==> src/rtl/tally_display_pkg.sv <==
// -----------------------------------------------------------------------------
// tally_display_pkg
//   Shared types and helpers for the result-phase tally display.
//   - state_t   : display sequencer states (BLANK, CONVERT, SHOW)
//   - SEG_BLANK : all segments off (active-low)
//   - SEG_DASH  : only segment g lit, used for the overflow indication
//   - seg7()    : BCD digit to active-low {g..a} segment pattern; values above
//                 9 give a blank digit
//   - pow10()   : 10^d, used to size the overflow threshold at elaboration
// -----------------------------------------------------------------------------
package tally_display_pkg;

    typedef enum logic [1:0] {
        BLANK   = 2'd0,
        CONVERT = 2'd1,
        SHOW    = 2'd2
    } state_t;

    localparam logic [6:0] SEG_BLANK = 7'h7F;
    localparam logic [6:0] SEG_DASH  = 7'b0111111;

    function automatic logic [6:0] seg7(input logic [3:0] bcd);
        logic [6:0] seg;
        case (bcd)
            4'd0:    seg = 7'b1000000;
            4'd1:    seg = 7'b1111001;
            4'd2:    seg = 7'b0100100;
            4'd3:    seg = 7'b0110000;
            4'd4:    seg = 7'b0011001;
            4'd5:    seg = 7'b0010010;
            4'd6:    seg = 7'b0000010;
            4'd7:    seg = 7'b1111000;
            4'd8:    seg = 7'b0000000;
            4'd9:    seg = 7'b0010000;
            default: seg = SEG_BLANK;
        endcase
        return seg;
    endfunction

    function automatic logic [63:0] pow10(input int d);
        logic [63:0] p;
        p = 64'd1;
        for (int i = 0; i < d; i++) begin
            p = p * 64'd10;
        end
        return p;
    endfunction

endpackage

==> src/rtl/tally_display_bin2bcd.sv <==
// -----------------------------------------------------------------------------
// bin2bcd_seq
//   Sequential binary-to-BCD converter (shift-add-3, one bit per clock).
//   A load captures bin and clears the BCD accumulator; the following W clocks
//   each shift one bit in, and done pulses for one cycle after the last shift,
//   with bcd holding the final result during that cycle.
//   Values that do not fit in DIGITS digits are truncated; the caller detects
//   that case on its own.
//
// Ports
//   clock    in   system clock
//   reset_n  in   asynchronous active-low reset
//   clr      in   synchronous abort: drops any conversion in flight
//   load     in   start a conversion of bin (ignored while clr is high)
//   bin      in   W-bit binary value
//   done     out  one-cycle pulse, conversion finished
//   bcd      out  DIGITS packed BCD digits, least significant in [3:0]
// -----------------------------------------------------------------------------
module bin2bcd_seq #(
    parameter int W      = 8,
    parameter int DIGITS = 3
) (
    input  logic                  clock,
    input  logic                  reset_n,
    input  logic                  clr,
    input  logic                  load,
    input  logic [W-1:0]          bin,
    output logic                  done,
    output logic [4*DIGITS-1:0]   bcd
);

    localparam int CW = $clog2(W + 1);

    logic [W-1:0]        shift_q;
    logic [CW-1:0]       left_q;
    logic                active_q;
    logic [4*DIGITS-1:0] adj;

    // Add 3 to every digit that is 5 or more before the next doubling, so the
    // shift carries correctly into the next decimal digit.
    always_comb begin
        adj = bcd;
        for (int d = 0; d < DIGITS; d++) begin
            if (bcd[4*d +: 4] >= 4'd5) begin
                adj[4*d +: 4] = bcd[4*d +: 4] + 4'd3;
            end
        end
    end

    always_ff @(posedge clock or negedge reset_n) begin
        if (!reset_n) begin
            shift_q  <= '0;
            left_q   <= '0;
            active_q <= 1'b0;
            done     <= 1'b0;
            bcd      <= '0;
        end else begin
            done <= 1'b0;
            if (clr) begin
                shift_q  <= '0;
                left_q   <= '0;
                active_q <= 1'b0;
                bcd      <= '0;
            end else if (load) begin
                shift_q  <= bin;
                left_q   <= CW'(W);
                active_q <= 1'b1;
                bcd      <= '0;
            end else if (active_q) begin
                bcd     <= {adj[4*DIGITS-2:0], shift_q[W-1]};
                shift_q <= shift_q << 1;
                left_q  <= left_q - 1'b1;
                if (left_q == CW'(1)) begin
                    active_q <= 1'b0;
                    done     <= 1'b1;
                end
            end
        end
    end

endmodule

==> src/rtl/tally_display.sv <==
// -----------------------------------------------------------------------------
// tally_display
//   Result-phase display sequencer. Steps through N_CAND tally channels and
//   shows each channel's two-digit code and its count in decimal on 7-segment
//   digits (active-low {g..a}). Each step snapshots the target channel's count,
//   converts it to BCD one bit per clock and then updates index, all segment
//   outputs and overflow in one edge, so the display never shows a partial
//   result.
//
// Ports
//   clock        in   system clock
//   reset_n      in   asynchronous active-low reset
//   start        in   synchronous clear: blank everything, back to channel 0
//   show         in   step request, only rising edges act
//   auto_en      in   auto-step every AUTO_TICKS cycles while showing
//   counts       in   flattened counts, channel i at [CNT_W*i +: CNT_W]
//   seg_code_hi  out  code tens digit
//   seg_code_lo  out  code units digit
//   seg_count    out  count digits, most significant in the top 7 bits
//   index        out  channel currently displayed
//   busy         out  high while a conversion is in flight
//   overflow     out  displayed count does not fit in DIGITS digits
//   fsm_state    out  sequencer state, for observation
//
// Handshake: a step is show=1 while the registered copy of show is 0. Steps
// and auto-ticks arriving while busy is high are dropped, not queued; start
// wins over any simultaneous step.
// -----------------------------------------------------------------------------
module tally_display
    import tally_display_pkg::*;
#(
    parameter int                    N_CAND     = 3,
    parameter int                    CNT_W      = 8,
    parameter int                    DIGITS     = 3,
    parameter logic [8*N_CAND-1:0]   CODES      = 24'h00_22_13,
    parameter int                    AUTO_TICKS = 50_000_000
) (
    input  logic                        clock,
    input  logic                        reset_n,
    input  logic                        start,
    input  logic                        show,
    input  logic                        auto_en,
    input  logic [N_CAND*CNT_W-1:0]     counts,
    output logic [6:0]                  seg_code_hi,
    output logic [6:0]                  seg_code_lo,
    output logic [DIGITS*7-1:0]         seg_count,
    output logic [$clog2(N_CAND)-1:0]   index,
    output logic                        busy,
    output logic                        overflow,
    output state_t                      fsm_state
);

    localparam int                IDX_W     = $clog2(N_CAND);
    localparam int                TICK_W    = $clog2(AUTO_TICKS);
    localparam logic [IDX_W-1:0]  LAST_IDX  = IDX_W'(N_CAND - 1);
    localparam logic [TICK_W-1:0] TICK_LAST = TICK_W'(AUTO_TICKS - 1);
    // Largest value that fits in DIGITS decimal digits; counts up to 64 bits.
    localparam logic [63:0]       COUNT_MAX = pow10(DIGITS) - 64'd1;

    state_t              state;
    logic                show_q;
    logic [IDX_W-1:0]    target_q;
    logic                ovf_q;
    logic [TICK_W-1:0]   tick_q;

    logic                step;
    logic                tick_fire;
    logic                accept;
    logic [IDX_W-1:0]    next_target;
    logic [CNT_W-1:0]    sel_count;
    logic                sel_ovf;
    logic                conv_done;
    logic [4*DIGITS-1:0] bcd;
    logic [7:0]          code_byte;
    logic [DIGITS*7-1:0] count_segs;

    assign fsm_state = state;

    assign step      = show & ~show_q;
    assign tick_fire = auto_en && (tick_q == TICK_LAST);

    // A conversion starts only from BLANK (on a step) or SHOW (on a step or an
    // auto-tick). start suppresses it so the converter is never loaded on the
    // same edge that it is cleared.
    assign accept = !start &&
                    (((state == BLANK) && step) ||
                     ((state == SHOW) && (step || tick_fire)));

    // From BLANK the first channel shown is 0; from SHOW it is the next one,
    // wrapping after the last channel.
    always_comb begin
        next_target = '0;
        if ((state == SHOW) && (index != LAST_IDX)) begin
            next_target = index + 1'b1;
        end
    end

    always_comb begin
        sel_count = counts[CNT_W*int'(next_target) +: CNT_W];
        sel_ovf   = 64'(sel_count) > COUNT_MAX;
    end

    // Display patterns for the channel under conversion, registered only when
    // the converter reports done.
    always_comb begin
        code_byte = CODES[8*int'(target_q) +: 8];
        for (int d = 0; d < DIGITS; d++) begin
            count_segs[7*d +: 7] = ovf_q ? SEG_DASH : seg7(bcd[4*d +: 4]);
        end
    end

    bin2bcd_seq #(
        .W      (CNT_W),
        .DIGITS (DIGITS)
    ) u_conv (
        .clock   (clock),
        .reset_n (reset_n),
        .clr     (start),
        .load    (accept),
        .bin     (sel_count),
        .done    (conv_done),
        .bcd     (bcd)
    );

    always_ff @(posedge clock or negedge reset_n) begin
        if (!reset_n) begin
            state       <= BLANK;
            show_q      <= 1'b0;
            target_q    <= '0;
            ovf_q       <= 1'b0;
            tick_q      <= '0;
            index       <= '0;
            busy        <= 1'b0;
            overflow    <= 1'b0;
            seg_code_hi <= SEG_BLANK;
            seg_code_lo <= SEG_BLANK;
            seg_count   <= {DIGITS{SEG_BLANK}};
        end else begin
            show_q <= show;
            if (start) begin
                state       <= BLANK;
                target_q    <= '0;
                ovf_q       <= 1'b0;
                tick_q      <= '0;
                index       <= '0;
                busy        <= 1'b0;
                overflow    <= 1'b0;
                seg_code_hi <= SEG_BLANK;
                seg_code_lo <= SEG_BLANK;
                seg_count   <= {DIGITS{SEG_BLANK}};
            end else begin
                case (state)
                    BLANK: begin
                        if (accept) begin
                            state    <= CONVERT;
                            busy     <= 1'b1;
                            target_q <= next_target;
                            ovf_q    <= sel_ovf;
                        end
                    end
                    CONVERT: begin
                        // Outputs hold their old values until this edge.
                        if (conv_done) begin
                            state       <= SHOW;
                            busy        <= 1'b0;
                            index       <= target_q;
                            seg_code_hi <= seg7(code_byte[7:4]);
                            seg_code_lo <= seg7(code_byte[3:0]);
                            seg_count   <= count_segs;
                            overflow    <= ovf_q;
                            tick_q      <= '0;
                        end
                    end
                    SHOW: begin
                        if (accept) begin
                            state    <= CONVERT;
                            busy     <= 1'b1;
                            target_q <= next_target;
                            ovf_q    <= sel_ovf;
                        end else if (!auto_en) begin
                            tick_q <= '0;
                        end else begin
                            tick_q <= tick_q + 1'b1;
                        end
                    end
                    default: begin
                        state <= BLANK;
                        busy  <= 1'b0;
                    end
                endcase
            end
        end
    end

endmodule

==> config.mk <==
export PLATFORM = sky130hd
export DESIGN_NAME = tally_display
export DESIGN_NICKNAME = d
export VERILOG_FILES = /design/src/rtl/tally_display_pkg.sv /design/src/rtl/tally_display_bin2bcd.sv /design/src/rtl/tally_display.sv
export SDC_FILE = /design/constraint.sdc
export NUM_CORES = 1
export LEC_CHECK = 0
export ABC_AREA = 1
export CORE_ASPECT_RATIO = 0.75
export CORE_UTILIZATION = 50
export DETAILED_ROUTE_END_ITERATION = 6
export PLACE_DENSITY = 0.77
export SYNTH_ARGS = -nofsm -noshare
export SYNTH_HDL_FRONTEND = slang
export SYNTH_HIERARCHICAL = 1
export SYNTH_SLANG_ARGS = --single-unit
==> constraint.sdc <==
create_clock -name clock -period 2.1 [get_ports clock]
set_input_delay 0.315 -clock clock [delete_from_list [all_inputs] [get_ports clock]]
set_output_delay 0.315 -clock clock [all_outputs]
set_load 0.05 [all_outputs]
After elaboration in Yosys (flattened, before gate mapping)
Memories as Yosys holds them, arrays and structs flattened.
Cells that the tools add are included.
Widths: inputs -> output; s select.
- add/subtract/negate cells: 6
- multipliers: 0
- divide/modulo/power cells: 0
- magnitude comparators: 3
- equality and inequality tests: 8
- shifts and indexed selects: 2
- muxes and demuxes: 58
- bitwise gates (word level): 2
- reductions and logical operators: 20
- operators by type and width (cell ; number):
    $mux 26 ; 4
    $mux 21 ; 3
    $mux 7 ; 9
    $pmux 26 s2 ; 1
    $mux 12 ; 3
    $add 26x1->26 const B ; 1
    $eq 26x26->1 const B ; 1
    $mux 8 ; 3
    $shiftx 24x6->8 ; 1
    $shiftx 24x6->8 const A ; 1
    $mux 2 ; 10
    $mux 4 ; 5
    $mux 1 ; 17
    $ge 4x3->1 const B ; 3
    $add 4x2->4 const B ; 2
    $reduce_bool 2->1 ; 4
    $reduce_and 2->1 ; 3
    $reduce_bool 3->1 ; 2
    $logic_and 1x1->1 ; 5
    $eq 4x1->1 const B ; 1
    $pmux 2 s2 ; 1
    $sub 4x1->4 const B ; 1
    $add 3x2->3 const B ; 1
    $mux 3 ; 1
    other kinds (15) ; 16
- register bits after elaboration: 97
- latch bits: 0
- memory bits (writable): 0
- bits in read-only memories: 560
- input port bits: 29
- output and inout bits: 41
- word-level logic and storage cells: 120
- memories kept: 5
- memory list (memory ; depth ; bits a word ; read ports ; clocked after memory_dff ; wr ports ; line ; text):
    (name not given) ; 16 ; 7 ; 1 ; 0 ; 0 ; tally_display_pkg.sv:24 ; case (bcd)
    (name not given) ; 16 ; 7 ; 1 ; 0 ; 0 ; tally_display_pkg.sv:24 ;
    (name not given) ; 16 ; 7 ; 1 ; 0 ; 0 ; tally_display_pkg.sv:24 ;
    (name not given) ; 16 ; 7 ; 1 ; 0 ; 0 ; tally_display_pkg.sv:24 ;
    (name not given) ; 16 ; 7 ; 1 ; 0 ; 0 ; tally_display_pkg.sv:24 ;

Longest topological paths before layout
- depth after elaboration: 9
- gate-level depth with buffers: 15
- depth with buffers taken out: 14

Cells and area by module
The synthesis kept the hierarchy.
- modules (own cells, without submodules) (module ; instances ; cells an instance ; area each (sq um) ; sequential area each (sq um)):
    tally_display ; 1 ; 563 ; 4011.3 ; 1587.8
    bin2bcd_seq ; 1 ; 178 ; 1453.9 ; 650.6

Least setup slack after synthesis
OpenSTA, ideal clock, no wires.
- path kind: register to register
- start point: reg index[0]
- end point: reg u_conv.shift_q[1]
- arrival: 1.986 ns
- data required time: 1.969 ns
- setup slack: -0.017 ns
- cell stages (with the launch flop): 10
- buffers on the path: 2
- cell sequence: dfrtp_1 > buf_2 > inv_1 > ha_1 > inv_1 > nand2_1 > clkbuf_1 > a31oi_1 > a21oi_1 > o22ai_1
- word-level cells in the longest chain between the ends: 6
- ends and longest elaborated chain (item ; line ; text):
    start: declaration ; tally_display.sv:47 ; output logic [$clog2(N_CAND)-1:0] index,
    start signal: assignment ; tally_display.sv:166 ; index <= target_q;
    parallel branches: the longest is 2 deep, another holds $add 2x1->2 ; - ;
    $mux 2 * ; tally_display.sv:93 ; if ((state == SHOW) && (index != LAST_IDX)) begin
    $shiftx 24x6->8 * ; tally_display.sv:99 ; sel_count = counts[CNT_W*int'(next_target) +: CNT_W];
    net sel_count[1] ; tally_display.sv:70 ; logic [CNT_W-1:0] sel_count;
    $mux 8 * ; tally_display_bin2bcd.sv:64 ; end else if (load) begin
    $mux 8 * ; tally_display_bin2bcd.sv:59 ; if (clr) begin
    end signal: assignment ; tally_display_bin2bcd.sv:65 ; shift_q <= bin;
    end signal: assignment ; tally_display_bin2bcd.sv:71 ; shift_q <= shift_q << 1;
    end: declaration ; tally_display_bin2bcd.sv:34 ; logic [W-1:0] shift_q;
Mark *: on every way through the listed nets, which the timed path passes.
A chain may end at the register's enable or synchronous reset.

==> impl_results.md <==
- Worst-Margin Slew: 0.5061 ns
- Count leader, synth: nand2_1
- Inserted Clock Buffers: 9
- Placed cells: 946
- Final Hold Viols: 0
- Register clock-pin slew on the reported worst setup and hold paths: 0.06 ns
- Synth top area share: 0.2701
- Cell taking the most area after synthesis: dfrtp_1
- R2R depth: 14
- H-tree levels: 3
- Total power: 3.577 mW
- First-pass GRT wire length: 22430 um
- Largest net degree at the start of global routing: 37
- Post-synth net total: 795
- Post-synthesis simple-gate area fraction: 0.3308
- Syn Area/Cell: 7.375 um2
- CP max stage delay: 0.81 ns
- Crit path buf inv count: 1
- Sw Ratio: 0.2304
- FMAX: 0.4900 GHz
- Routed via count: 5133
- YS warnings: 6
- Peak VDD IR: 427.5 uV
- CTS tree: done
- Non-filler cells, final: 969
- Fin crit share: 0.9718
- CP max-delay cell: clkdlybuf4s50_1
- DIE HEIGHT: 92.54 um
- Pwr dens: 532.5 nW/um2
- Final min period: 2.041 ns
- Post-synthesis cell area: 5465 um2
- Reg2reg setup slack: 0.12 ns
- Average wire per standard cell: 13.86 um
- Asr flop ratio synth: 1.000
- Post-route ant nets: 0
- Antenna diodes: 0
- DP Wirelength: 9821 um
- Area occupied by multi-input gates: 2758 um2
- Clk_skew: 0.006810 ns
- Overall routing resource usage: 0.2519
- Startpoint Class: flip-flop
- Top cells by area, synth: dfrtp_1 (27%), nand2_1 (15%), dfstp_2 (14%), nor2_1 (6.7%), nand3_1 (5.9%)
- Post-synth EDFFs: 0
- Max-slew violation count: 0
- Worst hold path class: input port to asynchronous set/reset pin
- Sequential Area: 2240 um2
- Initial antenna violation count: 0
- Crit end category: output port
- CP Cell Sequence: clkdlybuf4s50_1
- Placed instance area: 6362 um2
- CP delay by family, top: buffers and inverters
- Final net count: 882
- Buffers added on ports: 68
- Final Instance Area: 6716 um2
- Clock power frac: 0.440
- Final setup viols: 0
- Share of cells above drive strength 1: 0.1417
- Reg2reg end: u_conv/bcd[3]
- Post-synth cell types: 40
- Vias in the first global route: 4823
- Largest family of logic cells by synthesized area: simple AND/OR/NAND/NOR gates
- Compound-Gate Fraction of Synth Area: 0.09913
- Filler cells: 881
- Drt total wl: 13430 um
- Seq pwr share: 0.481
- Cells after Synth: 741
- Clock Path Buffers: 2
- Die width: 122.7 um
- Core Box Area: 10450 um2
- Required @ worst endpoint: 1.78 ns
- Initial Util: 0.5230
- Post-synthesis mux area share: 0
- Worst Path Arrival: 1.73 ns
- Rows: 32
- Critical Path Fanout Max: 5
- Reg2reg start: tick_q[0]
- Run status: finished clean
- Pleak: 3.017 nW
- DRC violations left: 0
- Switching pwr: 0.8239 mW
- CTS sink count: 88
- Synth-to-Final Area Change: 22.89%
- DRT Pass-1 Iters: 5
- Die area: 11360 um2
- CTS root buf: clkbuf_16
- Synth cell count leaders: nand2_1 (221), nor2_1 (97), inv_1 (70), nand3_1 (64), dfrtp_1 (59)
- Seq/Total Area, Yosys: 0.4096
- Gpl congestion: 0.9622
- Overflow after GRT: 0
- Max cap viols: 0
- Worst-skew pair later-pin latency: 0.34 ns
- Gate power share: 0.079
- P_int: 2.753 mW
- Initial DRC Count: 441
- I/O pins: 70
- Hold WS: 0.4468 ns
- Synth Area in Adders: 0.05723
- Synth Area in XOR/XNOR: 0.01442
- CP Class: flip-flop to output port
- Worst slew margin: 0.6615
- Vias per cell: 5.297
- Primary FF master, synth: dfrtp_1
- Yosys reg bits: 88
## how the worst max path moves through the flow
| stage | start | end | slack, ns | cells after the start |
|---|---|---|---|---|
| floorplan | busy | u_conv/shift_q[6] | 0.09 | 14 |
| global placement | auto_en | u_conv/shift_q[6] | -0.06 | 13 |
| detailed placement | auto_en | u_conv/shift_q[1] | -0.11 | 13 |
| CTS | tick_q[0] | u_conv/shift_q[1] | 0.03 | 13 |
| global route | tick_q[0] | u_conv/bcd[3] | -0.008 | 14 |
| finish | seg_code_hi[0] | seg_code_hi[4] | 0.06 | 1 |
## area by class of cell
type | count | area share
Clock buffer | 13 | 0.03577
Tap cell | 136 | 0.02534
Timing Repair Buffer | 102 | 0.1447
Sequential cell | 88 | 0.3335
Multi-Input combinational cell | 550 | 0.4106
Inverter | 77 | 0.04378
Clock inverter | 3 | 0.006334
## cell families (layout without fill, tap and decap cells)
family                   count (synthesis)  in the layout
AND/OR/NAND/NOR                        422            422
buffers and inverters                  103            195
AO/OA/AOI/OAI                           93             93
flip-flops                              88             88
adder cells (fa/ha/maj)                 25             25
XOR/XNOR                                 9              9
other                                    1              1
## worst register-to-register path, cell delays in order (launching register included)
cell,delay [ns]
dfrtp_1,0.40
ha_2,0.21
nand2_2,0.07
nor2_4,0.12
nand3_2,0.08
nor2_2,0.10
nand2_2,0.09
nand2_2,0.08
nand2_1,0.08
inv_2,0.13
buf_4,0.14
nor2_4,0.04
buf_4,0.16
nand2_1,0.09
o22ai_2,0.07
## power by group through the flow
stage          Sequential (mW)  Combinational [mW]  Clock (mW)
2_1_floorplan             1.75               0.123           0
3_3_place_gp              1.75               0.270           0
3_5_place_dp              1.75               0.275           0
4_1_cts                   1.72               0.281        1.60
5_1_grt                   1.72               0.309        1.67
6_report                  1.72               0.282        1.58
## what timing repair did
action	in CTS	in global routing
buffers inserted	3	3
hold buffers	1	0
pin swaps	1	2
hold endpoints to repair	26	0
endpoints found under the setup margin	1	23
resized for setup	0	7
## metrics by stage
stage	util	TNS, ns	worst slack [ns]
finish	0.6427	0	0.05913
floorplan	-	0	0.09471
global route	0.6427	-0.008177	-0.008177
CTS	0.6390	0	0.02629
detailed placement	0.6088	-0.6540	-0.1078
global placement	0.6088	-0.3590	-0.06170
## cells in the final DEF (no fill, tap or decap), drive strengths merged, types with 8 or more instances in the layout
cell             n
nand2          225
a31oi            8
dfrtp           59
inv             75
o22ai           12
nor2           108
clkdlybuf4s50   65
o21ai           18
clkbuf          13
a21oi           43
o211ai           8
nand3           67
buf             36
ha              25
dfstp           29
## state kept, by name (all words and copies together) (netlist names), 2 cells and up
signal / count
tick_q: 26
seg_count: 21
u_conv/bcd: 12
u_conv/shift_q: 8
seg_code_hi: 4
seg_code_lo: 4
u_conv/left_q: 4
index: 2
target_q: 2
## per-layer routing
metal / track usage / part of all wire / wire (um)
met1: 0.3657 / 0.47 / 6374
met2: 0.3825 / 0.44 / 5915
met3: 0.04741 / 0.071 / 960
met4: 0.06809 / 0.013 / 176
met5: 0 / 0 / 0
Power figures use the tool's default switching activity.
==> edit 1 (same flow settings) <==
Change the parameter `N_CAND` from 3 to 6.
--- a/src/rtl/tally_display.sv
+++ b/src/rtl/tally_display.sv
@@ -29,7 +29,7 @@
 module tally_display
     import tally_display_pkg::*;
 #(
-    parameter int                    N_CAND     = 3,
+    parameter int                    N_CAND     = 6,
     parameter int                    CNT_W      = 8,
     parameter int                    DIGITS     = 3,
     parameter logic [8*N_CAND-1:0]   CODES      = 24'h00_22_13,
Interface: changed (resized counts and index); port bits go from 70 to 95. No check against the original RTL was run, so the function may have changed too.
==> edit 1 against the original RTL <==
Power increased by 7.9%; routed wire length is 14% higher; sequential cell count is 3 higher; design area is 12% higher; setup slack better by 0.018 ns; global-route usage increased by 1.3 points; hold slack better by 0.028 ns; synthesized area grew 8.5%; critical path type unchanged; largest power group unchanged; highest routed layer unchanged.
==> edit 1: results <==
group,metric,value,unit
worst_hold_path,hp-class,"reg -> reg",
detailed_routing,num_vias,5646,
sta,timing.clock.skew,0.00980,ns
power,static-leakage-power,3.48,nW
placed_design,dpl.hpwl,11200,um
placed_design,place_area,7190,um^2
detailed_routing,dr.first_iter.drc_count,440,
logic_synthesis,synth.cells.most_frequent,"nand2_1 (240), nor2_1 (111), inv_1 (81), nand3_1 (66), dfrtp_1 (61)",
power,switching_pwr,0.000919,W
outcome,status,"complete, no violations",
sta,max-slew-margin-rel,0.631,
detailed_routing,drt-wirelength-per-cell,13.8,um
logic_synthesis,synth.top_cells.by_area,"dfrtp_1 (26%), nand2_1 (15%), dfstp_2 (13%), nor2_1 (7.0%), nand3_1 (5.6%)",
logic_synthesis,synth-seq-area-share,0.390,
logic_synthesis,netlist_instances,823,
global_route,grt_first_pass_wirelength,25500,um
placed_design,portbufs,93,
finish,fill_cells,1029,
critical_path,timing.critical_path.arrival,1.71,ns
global_route,grt.total_usage,0.265,
logic_synthesis,syn-num-nets,902,
critical_path,r2r-start,"index[1]$_DFFE_PN0P_",
power,internal_power,0.00294,W
detailed_routing,dr.pass1.iters,4,
global_route,grt_max_degree,35,
finish,regArea,2320,um^2
-- edit 1: cells by family (layout without fill, tap and decap cells) --
| group | after synthesis | after routing | synth area share |
|---|---|---|---|
| and+or+nand+nor | 456 | 456 | 0.332 |
| xor gates and xnor gates | 12 | 12 | 0.0177 |
| DFF | 91 | 91 | 0.390 |
| AOI/OAI and AO/OA | 121 | 121 | 0.116 |
| buffers and inverters | 116 | 237 | 0.0884 |
| other | 1 | 1 | 0.000633 |
| adders and majority gates | 26 | 26 | 0.0549 |
-- edit 1: area by class of cell --
type,instances,area share
clock inverter,4,0.00746
clock buffer,12,0.0340
sequential,91,0.307
timing repair buffer,131,0.169
multi-input combinational,616,0.411
inverter,90,0.0454
tap,162,0.0269
-- edit 1: worst reg2reg max path: cells and delay by family, from the launching register on --
family | cells | cell delay [ns]
simple gates | 5 | 0.47
flops | 1 | 0.38
compound gates | 4 | 0.49
fa+ha+maj | 1 | 0.18
buf+inv | 3 | 0.30
-- edit 1: final timing paths --
kind	end	slack, ns	cells past startpoint
max	seg_count[0]	0.08	1
min	seg_code_lo[3]$_DFFE_PN1P_	0.47	2
max reg2reg	u_conv/shift_q[6]$_DFFE_PN0P_	0.16	13
min reg2reg	seg_code_lo[3]$_DFFE_PN1P_	0.47	2
max in group asynchronous	seg_code_lo[3]$_DFFE_PN1P_	0.99	3
min in group asynchronous	index[0]$_DFFE_PN0P_	0.48	2
-- edit 1: routing by layer --
layer  vias up  wire (um)  GRT usage
li1       2847          -          -
met1      2627       7680      0.391
met2       157       6690      0.407
met3        15        742     0.0428
met4         0        157     0.0588
met5         -          0          0
-- edit 1: repair_timing --
item	4_1_cts	5_1_grt
gates resized for setup	0	9
buffers inserted	0	1
hold buffers	1	0
hold endpoints to repair	19	0
setup endpoints to repair	0	15
==> edit 2 (config.mk and constraints unchanged) <==
Without the edit above. Make the reset (`reset_n`) synchronous in 2 clocked blocks. Comments in the files are not updated.
--- a/src/rtl/tally_display_bin2bcd.sv
+++ b/src/rtl/tally_display_bin2bcd.sv
@@ -47,7 +47,7 @@
         end
     end
 
-    always_ff @(posedge clock or negedge reset_n) begin
+    always_ff @(posedge clock) begin
         if (!reset_n) begin
             shift_q  <= '0;
             left_q   <= '0;
--- a/src/rtl/tally_display.sv
+++ b/src/rtl/tally_display.sv
@@ -122,7 +122,7 @@
         .bcd     (bcd)
     );
 
-    always_ff @(posedge clock or negedge reset_n) begin
+    always_ff @(posedge clock) begin
         if (!reset_n) begin
             state       <= BLANK;
             show_q      <= 1'b0;
Behaviour: differs if reset_n is asserted again (counterexample within 4 cycles, from zero or initial values and one cycle with reset_n low); with reset_n held inactive, the same outputs for 10 cycles.
==> edit 2 against the original RTL <==
Design area shrank 4.1%; synthesized area shrank 3.5%; power grew 4.9%; sequential cell count is the same; clock skew grew 0.0050 ns; setup slack lost 0.024 ns; routed wire length grew 4.8%; via count grew 3.8%; final cell count grew 2.2%; largest cell class unchanged; largest power group is now the clock network; highest routed layer unchanged.
==> edit 2: results <==
group,metric,value,unit
detailed_routing,met3_wire_length,1060,um
finish,multi_input_area,2970,um^2
global_route,grt_use_met1,0.374,
logic_synthesis,synth_async_sr_flop_share,0,
worst_hold_path,hp-class,"reg -> reg",
global_route,globalRouteMet2Util,0.423,
detailed_routing,met2WireLength,6230,um
power,power_frac_clock,0.497,
critical_path,crit_fanout,6,
sta,timing.clock.skew,0.0118,ns
finish,n_all_inverters,86,
finish,fill_cells,898,
critical_path,worst_reg2reg_path_length_in_cells,8,
clock_tree,post-cts-setup-buffers,0,
placed_design,dpl.hpwl,9950,um
critical_path,biggest_cell_delay_along_the_critical_path,0.87,ns
finish,regArea,1760,um^2
detailed_routing,drt-vias-per-instance,5.38,
finish,drive_gt1_frac,0.0984,
outcome,status,"complete, no violations",
placed_design,place.gp.congestion,0.937,
logic_synthesis,netlist_instances,783,
logic_synthesis,synth.lib_cells_used.distinct,44,
logic_synthesis,syn-num-nets,837,
global_route,grt_first_pass_wirelength,23900,um
placed_design,post-place-ws,0.0481,ns
global_route,grt.total_usage,0.273,
sta,max-slew-margin-rel,0.631,
finish,share_of_final_layout_cell_area_taken_by_clock_buffers_and_inverters,0.0525,
detailed_routing,dr.first_iter.drc_count,457,
global_route,use_met3,0.0660,
detailed_routing,dr.pass1.iters,4,
logic_synthesis,synth.cells.most_frequent,"nand2_1 (190), nor2_1 (112), dfxtp_1 (88), inv_1 (75), nand3_1 (61)",
logic_synthesis,synth_compound_area_frac,0.128,
placed_design,placed_cells,973,
detailed_routing,drt-wirelength-per-cell,14.2,um
logic_synthesis,ys_dominant_reg_cell,"dfxtp_1",
[edit 2: cell count changes after synthesis, moves of 9 or more]
cell	before	now
clkbuf_1	1	11
dfrtp_1	59	0
dfstp_2	29	0
dfxtp_1	0	88
nand2_1	221	190
nor2_1	97	112
nor3_1	5	14
o21ai_0	15	39
[edit 2: stage by stage]
step,hold slack (ns),utilization,cell area [um^2]
6_report,0.451,0.626,6440
5_1_grt,0.467,0.626,6440
4_1_cts,0.453,0.624,6420
3_5_place_dp,0.439,0.591,6080
3_3_place_gp,0.436,0.591,6080
2_1_floorplan,0.408,-,5290
[edit 2: worst max-delay path by stage]
stage	end	slack, ns	cells past startpoint
floorplan	u_conv/shift_q[1]$_SDFFE_PP0P_	0.02	9
finish	fsm_state[0]	0.04	1
CTS	fsm_state[0]	0.07	1
global placement	u_conv/bcd[6]$_SDFFE_PP0P_	0.07	14
global route	u_conv/left_q[0]$_SDFFE_PP0P_	0.002	13
detailed placement	u_conv/left_q[2]$_SDFFE_PP0P_	0.05	14
